--- src/rtl/popcount_pipe.sv ---
// Pipelined population count with a valid/ready handshake and a birth/survive life rule.
// Registered binary adder tree, one stage per level; the whole pipe advances or holds as a unit.
module popcount_pipe #(
  parameter int         N       = 8,
  parameter logic [N:0] BIRTH   = (N+1)'(8),
  parameter logic [N:0] SURVIVE = (N+1)'(12)
) (
  input  logic                     clk,
  input  logic                     rst,
  input  logic                     in_valid,
  output logic                     in_ready,
  input  logic [N-1:0]             in_bits,
  input  logic                     in_alive,
  output logic                     out_valid,
  input  logic                     out_ready,
  output logic [$clog2(N+1)-1:0]   out_count,
  output logic                     out_next
);

  localparam int W      = $clog2(N + 1);
  localparam int L      = $clog2(N);
  localparam int LEAVES = 1 << L;

  function automatic logic life_rule(input logic alive, input logic [W-1:0] cnt);
    return alive ? SURVIVE[cnt] : BIRTH[cnt];
  endfunction

  logic [LEAVES-1:0] w_leaf;
  logic              w_adv;
  logic [L:1]        r_vld;
  logic [L:1]        r_alive;
  logic [L:0]        w_top;

  generate
    if (LEAVES > N) begin : g_pad
      assign w_leaf = {{(LEAVES - N){1'b0}}, in_bits};
    end else begin : g_nopad
      assign w_leaf = in_bits;
    end
  endgenerate

  // A stalled final stage freezes every stage, so bubbles are kept rather than squeezed out.
  assign w_adv    = !r_vld[L] || out_ready;
  assign in_ready = w_adv;

  always_ff @(posedge clk or posedge rst) begin
    if (rst) begin
      r_vld   <= '0;
      r_alive <= '0;
    end else if (w_adv) begin
      r_vld[1]   <= in_valid;
      r_alive[1] <= in_alive;
      for (int j = 2; j <= L; j++) begin
        r_vld[j]   <= r_vld[j-1];
        r_alive[j] <= r_alive[j-1];
      end
    end
  end

  // Level j holds LEAVES>>j sums, each j+1 bits wide; the widths grow just enough to never overflow.
  generate
    for (genvar j = 1; j <= L; j++) begin : g_lvl
      for (genvar k = 0; k < (LEAVES >> j); k++) begin : g_node
        logic [j:0] w_add;
        logic [j:0] r_sum;

        if (j == 1) begin : g_first
          assign w_add = {1'b0, w_leaf[2*k]} + {1'b0, w_leaf[2*k+1]};
        end else begin : g_inner
          assign w_add = {1'b0, g_lvl[j-1].g_node[2*k].r_sum}
                       + {1'b0, g_lvl[j-1].g_node[2*k+1].r_sum};
        end

        always_ff @(posedge clk or posedge rst) begin
          if (rst) begin
            r_sum <= '0;
          end else if (w_adv) begin
            r_sum <= w_add;
          end
        end
      end
    end
  endgenerate

  assign w_top     = g_lvl[L].g_node[0].r_sum;
  assign out_count = w_top[W-1:0];
  assign out_valid = r_vld[L];
  assign out_next  = life_rule(r_alive[L], out_count);

endmodule

--- config.mk ---
export PLATFORM = sky130hd
export DESIGN_NAME = popcount_pipe
export DESIGN_NICKNAME = d
export VERILOG_FILES = /design/src/rtl/popcount_pipe.sv
export SDC_FILE = /design/constraint.sdc
export NUM_CORES = 1
export LEC_CHECK = 0
export CAP_MARGIN = 20
export CORE_MARGIN = 3
export CORE_UTILIZATION = 40
export CTS_CLUSTER_SIZE = 12
export DETAILED_ROUTE_END_ITERATION = 10
export GPL_TIMING_DRIVEN = 0
export MAX_ROUTING_LAYER = met4
export SLEW_MARGIN = 25
export SYNTH_ARGS = -nofsm -noshare
export SYNTH_HDL_FRONTEND = slang
export SYNTH_SLANG_ARGS = --single-unit
--- constraint.sdc ---
create_clock -name clk -period 3.3 [get_ports clk]
set_clock_uncertainty 0.2 [all_clocks]
set_input_delay 0.66 -clock clk [delete_from_list [all_inputs] [get_ports clk]]
set_output_delay 0.66 -clock clk [all_outputs]
set_load 0.02 [all_outputs]
# After elaboration in Yosys (flattened, before gate mapping)
# Memory sizes are Yosys's and may differ from the RTL's.
# Cells that the tools add are included.
# classes
n_addsub	7
n_reduce_logical	2
n_mux	3
magnitude_cmp	1
# op_table
operator	n
adder 1 x 1 -> 2 bit	4
adder 2 x 2 -> 3 bit	2
< comparator 4 x 5 -> 1 bit, second input constant	1
adder 3 x 3 -> 4 bit	1
two-way mux 1 bit	3
logical NOT 1 bit	1
logical OR 1 bit	1
# totals
memories	2
elab_cells	24
register_bits	24
rom_bits	32
input_bits	13
output_inout_bits	7
# mem_list
name	words	width	read_ports	rd_ports_with_merged_regs	write_ports	line_no	source
(name not given)	16	1	1	0	0	25	return alive ? SURVIVE[cnt] : BIRTH[cnt];
(name not given)	16	1	1	0	0	25	

# Logic depth before layout (Yosys ltp)
# Gate-level depths: netlist of the first run.
# logic_depth
depth_word	3
mapped_depth	5
ltp_nobuf	5

# Worst setup path before layout of the first run
# Ideal clock, no wire load.
# synth_path
kind	register to output
startpoint	reg g_lvl[3].g_node[0].r_sum[2] (netlist: out_count[2])
endpoint	out out_next
stages_incl_launch_ff	2
n_path_buf	0
required_time_ps	2440
arrival_time_ps	1260
path_slack_ps	1180
path_cell_list	dfrtp_1 > nor4b_1
# synth_via
elab_chain_len	3
word_cells_on_any_way	5
classes_between	mux: 3; memory: 2
# synth_rtl
element	line_no	source
start: declaration	65	logic [j:0] r_sum;
start signal: assignment	78	r_sum <= w_add;
memory read (16 x 1 bit)	n/a	
two-way mux 1 bit (not written as such)	25	
two-way mux 1 bit *	25	
end: declaration	17	output logic out_next
# Every way passes the cells marked *; elsewhere a longest branch is shown, timed or not. The select of a mux whose other input is x is not followed.

# Final worst setup path of the first run
# layout_path
startpoint	in out_ready
endpoint	out in_ready
# layout_via
elab_chain_len	1
# layout_rtl
element	line_no	source
start: declaration	15	input logic out_ready,
logical OR 1 bit	43	assign w_adv = !r_vld[L] || out_ready;
end: declaration	11	output logic in_ready,
# Every way passes these cells.

==> out/metrics.yaml, run 1 <==
status: "completed"
ys_types: 17
power.density_mw_per_mm2: 769.1
syn_avg_cell_area_um2: 12.65
die_w_um: 59.65
slew_viol_final: 0
swShare: 0.3167
min_period_over_period: 0.9295
crit_arrival_ps: 2210
port-buffer-count: 19
grt_max_degree: 25
insertion_delay_ps: 310
rr_startpoint: "g_lvl[2].g_node[1].r_sum[0]"
yosys-top-cells-count: "24 x dfrtp_1, 10 x inv_1, 9 x ha_1, 8 x a21oi_1, 8 x nor2_1"
ir_drop_v: 0.0004484
drt_iter0_drc: 15
path_buf_inv: 4
dpl_cell_area_mm2: 0.001379
finalInstanceArea_mm2: 0.001431
drive_gt1_frac: 0.1842
overflow: 0
max_stage_delay_ps: 630
syn_inst: 91
switchingPower_w: 0.0003487
synth_area_mm2: 0.001151
yosysMostFrequentCell: "dfrtp_1"
detail_route.first_pass.iterations: 2
die_area_mm2: 0.003558
synth_seq_area_share: 0.5217
p_comb_frac: 0.397
core_mm2: 0.002613
synthFlopType: "dfrtp_1"
clock-sinks: 24
multi_input_area_um2: 480.5
endpoint_kind: "output port"
drcViolationCount: 0
drtAntennaViolNets: 0
post-cts-setup-buffer-count: 0
root_buffer: "clkbuf_4"
ys_async_sr_fraction: 1.000
syn2layout_area_growth_pct: 24.35
final_nets: 140
r2r_cells: 5
synth_seq_cells: 24
postCtsHoldBufs: 0
leakagePower_nw: 0.6715
crit_slowest_cell: "clkdlybuf4s50_1"
cts_buffers: 3
synth_nets: 116
path_cells: "clkdlybuf4s50_1, nand2b_4, buf_6, buf_2, clkdlybuf4s50_1"
yosys_warnings: 0
p_int_w: 0.0007522
seq_area_um2: 600.6
via_per_inst: 4.792
antenna_found_initial: 0
grt_pass1_vias: 725
cts.repair.resized: 0
rsz0062_at_grt: "no"
setup_violations: 0
clock.fmax_ghz: 0.3260
antenna_cells: 0
tns_ps: 0
place_hpwl_um: 1371
dp.cells: 140
die_h_um: 59.65
drt-met1-wl_um: 835
tritoncts: "built"
track_usage: 0.1203
wl_um: 1791
cts_max_path_buffers: 2
io_pins: 20
worst_pin_slew_ps: 888.1
cts.htree.levels: 1
cpMostUsedCell: "clkdlybuf4s50_1"
cp-endpoint: "in_ready"
path_class: "primary input to output port"
startpoint: "out_ready"
reg2reg_to: "out_count[2]"
clock_power_share: 0.190
start_util: 0.4406
synth_edf_count: 0
synth_area_leaders: "dfrtp_1 52%, ha_1 9.8%, mux2_4 7.8%"
crit_fanout: 10
wl_met2_um: 863
p_seq_frac: 0.413
hold_path_class: "register to register"
nFillCells: 217
vias: 690
synth_top_cell_area_share: 0.5217
cts.reportedPaths.clkPinSlew_ps: 130
min_period_ps: 3067
final_cells: 144
crit_cells: 5
worst_path_dominant_cell_family: "buffers and inverters"
max-cap-violations: 0
required_ps: 2440
rows: 18
yosys.area.top_type: "dfrtp_1"
gp_congestion: 0.6967
slew_headroom: 0.4073
dr_wl_met3_um: 77
crit_path_start_kind: "primary input"
avgRoutedWirePerCell_um: 12.44
rrSetupSlack_ps: 1710
hold_viol_final: 0
topRoutingLayerUsed: "met4"
grt_pass1_wl_um: 3084
[state kept, by name, summed over array words and instances (netlist names)]
signal and count:
g_lvl.g_node.r_sum 14, out_count 4, r_alive 3, r_vld 3
[worst min path at each step]
stage / depth (start not counted) / slack [ps] / startpoint / endpoint
floorplan: 1 / 230 / r_vld[2] / r_vld[3]
finish: 1 / 280 / r_vld[2] / r_vld[3]
global placement: 1 / 250 / r_vld[2] / r_vld[3]
detailed placement: 1 / 250 / r_vld[2] / r_vld[3]
global route: 1 / 290 / r_vld[2] / r_vld[3]
CTS: 1 / 280 / r_vld[2] / r_vld[3]
[metal layers]
layer	track usage	up-vias
met2	0.1914	15
met1	0.1524	330
met5	-	-
met3	0.02614	2
met4	0.03797	0
li1	-	343
[power by group through the flow]
stage	combinational (W)	clock, W	sequential (W)
floorplan	0.000269	0	0.000484
global placement	0.000431	0	0.000461
detailed placement	0.000445	0	0.000463
CTS	0.000446	0.000215	0.000456
global route	0.000485	0.000228	0.000469
finish	0.000437	0.000209	0.000454
[area by class of cell]
cell class	count	area share
buffer	4	0.02273
multi-input combinational	53	0.3357
timing repair buffer	19	0.1329
tap	30	0.02622
clock inverter	1	0.02098
sequential	24	0.4196
clock buffer	3	0.01573
inverter	10	0.02622
[layout by cell type (no fill, tap or decap)]
master	n
bufinv_16	1
mux2_2	6
nand2b_1	1
inv_1	10
buf_2	2
clkbuf_4	3
nor2_1	8
nand2b_4	1
xor2_1	1
o21ai_0	4
mux2_4	6
clkdlybuf4s50_1	19
a21o_1	1
ha_1	9
nand2_1	4
a21oi_1	8
dfrtp_1	24
buf_6	2
nor4b_1	1
fa_1	3
[cell families (layout without fill, tap and decap cells)]
kind of cell / count (synthesis) / count (layout) / synth area share
AOI/OAI and AO/OA: 13 / 13 / 0.05870
xor gates and xnor gates: 1 / 1 / 0.007610
adders and majority gates: 12 / 12 / 0.1500
buffers and inverters: 14 / 37 / 0.06087
DFF: 24 / 24 / 0.5217
muxes: 12 / 12 / 0.1370
and+or+nand+nor: 15 / 15 / 0.06413
[stage by stage]
stage | worst slack [ps] | hold WS [ps] | utilization | power [W]
6_report | 232.7 | 281.3 | 0.5479 | 0.001101
5_1_grt | 148.9 | 292.7 | 0.5479 | 0.001182
4_1_cts | 213.8 | 284.2 | 0.5479 | 0.001118
3_5_place_dp | 216.4 | 253.0 | 0.5278 | 0.0009086
3_3_place_gp | 231.9 | 248.5 | 0.5278 | 0.0008913
2_1_floorplan | 1180 | 230.5 | - | 0.0007529
[worst register-to-register path: stages (launching register included)]
cell and delay (ps):
dfrtp_1 380, ha_1 190, inv_1 60, fa_1 370, xor2_1 170, a21oi_1 150
No activity file was read; power rests on OpenSTA's default activity.
==> inputs of run 2 (changes only) <==
--- a/config.mk
+++ b/config.mk
@@ -5,7 +5,9 @@
 export SDC_FILE = /design/constraint.sdc
 export NUM_CORES = 1
 export LEC_CHECK = 0
+export ABC_AREA = 1
 export CAP_MARGIN = 20
+export CORE_ASPECT_RATIO = 2
 export CORE_MARGIN = 3
 export CORE_UTILIZATION = 40
 export CTS_CLUSTER_SIZE = 12
==> run 2 against run 1 <==
Net effect: combinational power fell by 1%; via count up 19%; cell area is 1.3% higher; critical path depth did not move; flip-flop and latch count unchanged; synthesized cell count rose by 33%; global-route usage up 2.5 points; hold slack got worse by 8.6 ps; clock-buffer cell count rose by 1.
==> out/metrics.yaml, run 2 <==
status: "completed"
avgRoutedWirePerCell_um: 12.32  # -0.96%
place_hpwl_um: 1664  # +21%
wl_um: 2131  # +19%
path_class: "primary input to output port"
gp_congestion: 0.7777  # +12%
drt_iter0_drc: 20  # +5
yosysMostFrequentCell: "nand2_1"
drive_gt1_frac: 0.1111  # -0.07310
required_ps: 2440  # about the same
drcViolationCount: 0  # unchanged
leakagePower_nw: 0.7194  # +7.1%
synth_top_family_by_area: "simple AND/OR/NAND/NOR gates"
hold_viol_final: 0  # unchanged
synth_area_leaders: "dfrtp_1 51%, nand2_1 15%, ha_1 9.6%"
port-buffer-count: 19  # unchanged
tritoncts: "built"
clock-sinks: 24  # unchanged
setup_violations: 0  # unchanged
synth_compound_area_frac: 0.07709  # +0.01839
cts.repair.resized: 0  # unchanged
ys_types: 16  # -1
synth_seq_area_share: 0.5139  # -0.007821
tns_ps: 0  # unchanged
drtAntennaViolNets: 0  # unchanged
largest_register_ffs: 14  # unchanged
syn2layout_area_growth_pct: 24.09
io_pins: 20  # unchanged
track_usage: 0.1453  # +0.02498
yosys_warnings: 0  # unchanged
cts_max_path_buffers: 2  # unchanged
die_w_um: 44.22  # -26%
insertion_delay_ps: 260  # -50 ps
whs_ps: 272.7  # -8.604 ps
via_per_inst: 4.757  # -0.72%
min_period_ps: 3004  # -62.92 ps
crit_path_start_kind: "primary input"
synth_area_mm2: 0.001169  # +1.5%
layout_common_cells: "47 x nand2_1, 24 x dfrtp_1, 19 x clkdlybuf4s50_1"
start_util: 0.4219  # -0.01875
crit_arrival_ps: 2140  # -70 ps
final_common_cell: "nand2_1"
grt_pass1_wl_um: 3801  # +23%
power.density_mw_per_mm2: 743.7  # -3.3%
synth_mux_area_frac: 0  # -0.1370
syn_avg_cell_area_um2: 9.658  # -24%
overflow: 0  # unchanged
regMostFlops: "g_lvl.g_node.r_sum"
ys_async_sr_fraction: 1.000  # unchanged
yosys-top-cells-count: "47 x nand2_1, 24 x dfrtp_1, 15 x inv_1, 9 x ha_1"
synth_seq_cells: 24  # unchanged
die_area_mm2: 0.003646  # +2.5%
crit_fanout: 10  # unchanged
post-cts-setup-buffer-count: 0  # unchanged
clock.fmax_ghz: 0.3328  # +2.1%
die_h_um: 82.44  # +38%
cts_buffers: 3  # unchanged
rrSetupSlack_ps: 1770  # +60 ps
ir_drop_v: 0.0002925  # -35%
final_nets: 170  # +21%
synth_xor_area_frac: 0.007495  # -0.0001140
slew_viol_final: 0  # unchanged
synth_fa_ha_area_frac: 0.1478  # -0.002248
root_buffer: "clkbuf_8"
slew_headroom: 0.3878  # -0.01943
synthFlopType: "dfrtp_1"
worst_pin_slew_ps: 917.2  # +29.11 ps
detail_route.first_pass.iterations: 4  # +2
antenna_cells: 0  # unchanged
synth_top_cell_area_share: 0.5139  # -0.007821
synth-simple-area-share: 0.1724  # +0.1082
endpoint_kind: "output port"
synth_edf_count: 0  # unchanged
cts.htree.levels: 1  # unchanged
min_period_over_period: 0.9104  # -0.01907
rows: 27  # +9
hold_path_class: "register to register"
postCtsHoldBufs: 0  # unchanged
syn_inst: 121  # +33%
vias: 823  # +19%
max-cap-violations: 0  # unchanged
rsz0062_at_grt: "no"
grt_max_degree: 25  # unchanged
antenna_found_initial: 0  # unchanged
yosys.area.top_type: "dfrtp_1"
synth_nets: 146  # +26%
cts.reportedPaths.clkPinSlew_ps: 80  # -50 ps
core_mm2: 0.002770  # +6.0%
grt_pass1_vias: 887  # +22%
==> run 2: cell count changes after synthesis, moves of 2 or more <==
| cell | delta |
|---|---|
| a21oi_1 | -8 |
| inv_1 | +5 |
| mux2_2 | -6 |
| mux2_4 | -6 |
| nand2_1 | +43 |
| nand3_1 | +2 |
| nor2_1 | -7 |
| o21ai_0 | +2 |
| o21ai_2 | +6 |
==> run 2: kinds of logic after synthesis <==
logic type,count (synthesis)
fa+ha+maj,12
compound gates,13
xor+xnor,1
buf+inv,20
flops,24
simple gates,51
==> run 2: layer usage <==
layer | wire length (µm) | track usage | vias to the layer above
li1 | - | - | 415
met1 | 835 | 0.1556 | 393
met2 | 1216 | 0.2588 | 13
met3 | 57 | 0.01302 | 2
met4 | 21 | 0.07251 | 0
met5 | 0 | - | -
==> run 2: path summary, 6_finish.rpt <==
| kind | from | end | cells after the start |
|---|---|---|---|
| worst max register to register | g_lvl[2].g_node[0].r_sum[0] | out_count[1] | 4 |
| worst min-delay path | r_vld[2] | r_vld[3] | 2 |
| worst min register to register | r_vld[2] | r_vld[3] | 2 |
| worst max-delay path | out_ready | in_ready | 5 |
| min in group asynchronous | rst | r_vld[2] | 2 |
| max in group asynchronous | rst | g_lvl[2].g_node[0].r_sum[2] | 2 |
==> run 2: worst max-delay path, cell delays in order <==
cell and delay [ps]:
clkdlybuf4s50_1 500, nor2_4 70, inv_2 140, buf_6 160, clkdlybuf4s50_1 600
==> run 2: stage by stage <==
| step | instance area, µm² | cells | power (W) | util | setup slack (ps) |
|---|---|---|---|---|---|
| final | 1450 | 173 | 0.001079 | 0.5235 | 295.6 |
| after global routing | 1450 | 173 | 0.001175 | 0.5235 | 242.4 |
| after CTS | 1450 | 173 | 0.001099 | 0.5235 | 278.3 |
| after detailed placement | 1395 | 169 | 0.0009001 | 0.5036 | 282.9 |
| after global placement | 1395 | 169 | 0.0008820 | 0.5036 | 288.8 |
| after floorplan | 1169 | 121 | 0.0007368 | - | 1420 |
==> run 2: cell type report <==
cell class / count / area [µm²]
clock buffers: 4 / 55.05
plain buffers: 4 / 35.03
well taps: 29 / 36.28
inverters: 16 / 60.06
repair buffers: 19 / 190.2
multi-input cells: 77 / 473.0
flip-flops and latches: 24 / 600.6
fillers: 257 / 1320
==> run 2: power breakdown <==
part	leakage, nW	switching (W)	internal, W
clock	0.0288	0.0000896	0.000106
combinational	0.393	0.000241	0.000191
sequential	0.298	0.0000568	0.000394
total	0.719	0.000387	0.000691
==> inputs of run 3 (changes only) <==
--- a/config.mk
+++ b/config.mk
@@ -7,13 +7,14 @@
 export LEC_CHECK = 0
 export ABC_AREA = 1
 export CAP_MARGIN = 20
-export CORE_ASPECT_RATIO = 2
 export CORE_MARGIN = 3
-export CORE_UTILIZATION = 40
+export CORE_UTILIZATION = 60
 export CTS_CLUSTER_SIZE = 12
 export DETAILED_ROUTE_END_ITERATION = 10
+export DONT_BUFFER_PORTS = 1
 export GPL_TIMING_DRIVEN = 0
 export MAX_ROUTING_LAYER = met4
+export PLACE_DENSITY = 0.76
 export SLEW_MARGIN = 25
 export SYNTH_ARGS = -nofsm -noshare
 export SYNTH_HDL_FRONTEND = slang
==> run 3 against run 2 <==
Net effect: maximum frequency grew 37%; clock-buffer cell count is the same; via count shrank 9.1%; sequential power is 8.0% higher; largest power group unchanged.
==> out/metrics.yaml, run 3 (synthesis results as in run 2) <==
min_period_over_period: 0.6637  # -0.2467
drt_iter0_drc: 14  # -30%
port-buffer-count: 0  # -19
cts.repair.resized: 0  # unchanged
final_common_cell: "nand2_1"
min_period_ps: 2190  # -814.1 ps
worst_pin_slew_ps: 865.4  # -51.83 ps
max-cap-violations: 0  # unchanged
avgRoutedWirePerCell_um: 12.39  # +0.56%
final_cells: 150  # -13%
rows: 15  # -44%
via_per_inst: 4.987  # +4.8%
place_hpwl_um: 1408  # -15%
crit_path_start_kind: "register"
path_class: "register to output port"
antenna_found_initial: 0  # unchanged
die_area_mm2: 0.002513  # -31%
max_stage_delay_ps: 480  # -120 ps
crit_arrival_ps: 1330  # -810 ps
drcViolationCount: 0  # unchanged
clock.fmax_ghz: 0.4566  # +37%
hold_viol_final: 0  # unchanged
grt_pass1_vias: 802  # -9.6%
fin_util: 0.6933  # +0.1698
detail_route.first_pass.iterations: 4  # unchanged
cts_max_path_buffers: 2  # unchanged
cts.reportedPaths.clkPinSlew_ps: 130  # +50 ps
rsz0062_at_grt: "no"
dpl_worst_slack_ps: 1350  # +1067 ps
ir_drop_v: 0.0004526  # +55%
drtAntennaViolNets: 0  # unchanged
gp_congestion: 0.7361  # -5.3%
cts.htree.levels: 1  # unchanged
die_w_um: 50.13  # +13%
final_nets: 151  # -11%
dp.cells: 146  # -14%
largest_register_ffs: 14  # unchanged
nFillCells: 148  # -42%
grt_pass1_wl_um: 3360  # -12%
regMostFlops: "g_lvl.g_node.r_sum"
syn2layout_area_growth_pct: 5.782
crit_slowest_cell: "dfrtp_1"
post-cts-setup-buffer-count: 0  # unchanged
die_h_um: 50.13  # -39%
wl_um: 1858  # -13%
start_util: 0.6554  # +0.2336
slew_viol_final: 0  # unchanged
hold_path_class: "primary input to async pin"
overflow: 0  # unchanged
required_ps: 2440  # about the same
path_cells: "inv_1, nor2_4, inv_2, buf_6"
setup_violations: 0  # unchanged
endpoint_kind: "output port"
tns_ps: 0  # unchanged
power.density_mw_per_mm2: 774.8  # +4.2%
root_buffer: "clkbuf_4"
grt_max_degree: 25  # unchanged
track_usage: 0.1886  # +0.04330
io_pins: 20  # unchanged
layout_common_cells: "47 x nand2_1, 24 x dfrtp_1, 15 x inv_1"
vias: 748  # -9.1%
status: "completed"
tritoncts: "built"
core_mm2: 0.001783  # -36%
slew_headroom: 0.4224  # +0.03459
drive_gt1_frac: 0.1280  # +0.01689
insertion_delay_ps: 320  # +60 ps
layout_setup_ws_ps: 1110  # +814.1 ps
postCtsHoldBufs: 0  # unchanged
leakagePower_nw: 0.6381  # -11%
crit_fanout: 10  # unchanged
clock-sinks: 24  # unchanged
cts_buffers: 3  # unchanged
antenna_cells: 0  # unchanged
-- run 3: critical path: cells and delay by family (launching register included) --
family | cells | cell delay, ps
flops | 1 | 480
buf+inv | 3 | 380
simple gates | 1 | 160
-- run 3: per-stage QoR --
| stage | cell area [µm²] | total power [W] | hold WS [ps] |
|---|---|---|---|
| finish | 1236 | 0.0009578 | 193.3 |
| global placement | 1200 | 0.0007903 | 246.3 |
| global route | 1236 | 0.001046 | 241.0 |
| floorplan | 1169 | 0.0007368 | 234.0 |
| detailed placement | 1200 | 0.0008176 | 257.0 |
| CTS | 1236 | 0.0009705 | 230.0 |
-- run 3: worst paths after layout --
check	slack [ps]	cells after the start	start	end
max reg2reg	1720	6	g_lvl[2].g_node[0].r_sum[0]	out_count[2]
max	1110	4	r_vld[3]	in_ready
min	190	1	rst	r_alive[1]
min reg2reg	280	2	r_vld[2]	r_vld[3]
min in group clk	240	2	in_valid	r_vld[1]
max in group asynchronous	2180	1	rst	out_count[1]
-- run 3: layout make-up --
cell class	instances	area, µm²	area share
buffer	4	35.03	0.02834
multi-input combinational	77	473.0	0.3826
inverter	16	60.06	0.04858
tap	25	31.28	0.02530
sequential	24	600.6	0.4858
clock buffer	4	36.28	0.02935
-- run 3: metal layers --
layer	up-vias	wire length (µm)	part of all wire	track usage
met5	-	0	0	-
met4	0	31	0.017	0.09677
met3	2	63	0.034	0.03561
met2	14	895	0.48	0.3109
met1	349	868	0.47	0.2185
li1	383	-	-	-
-- run 3: power breakdown --
part | total, W | internal [W] | switching [W] | leakage [nW]
combinational | 0.000315 | 0.000121 | 0.000195 | 0.319
clock | 0.000156 | 0.0000675 | 0.0000882 | 0.0210
sequential | 0.000487 | 0.000393 | 0.0000941 | 0.298
total | 0.000958 | 0.000581 | 0.000377 | 0.638
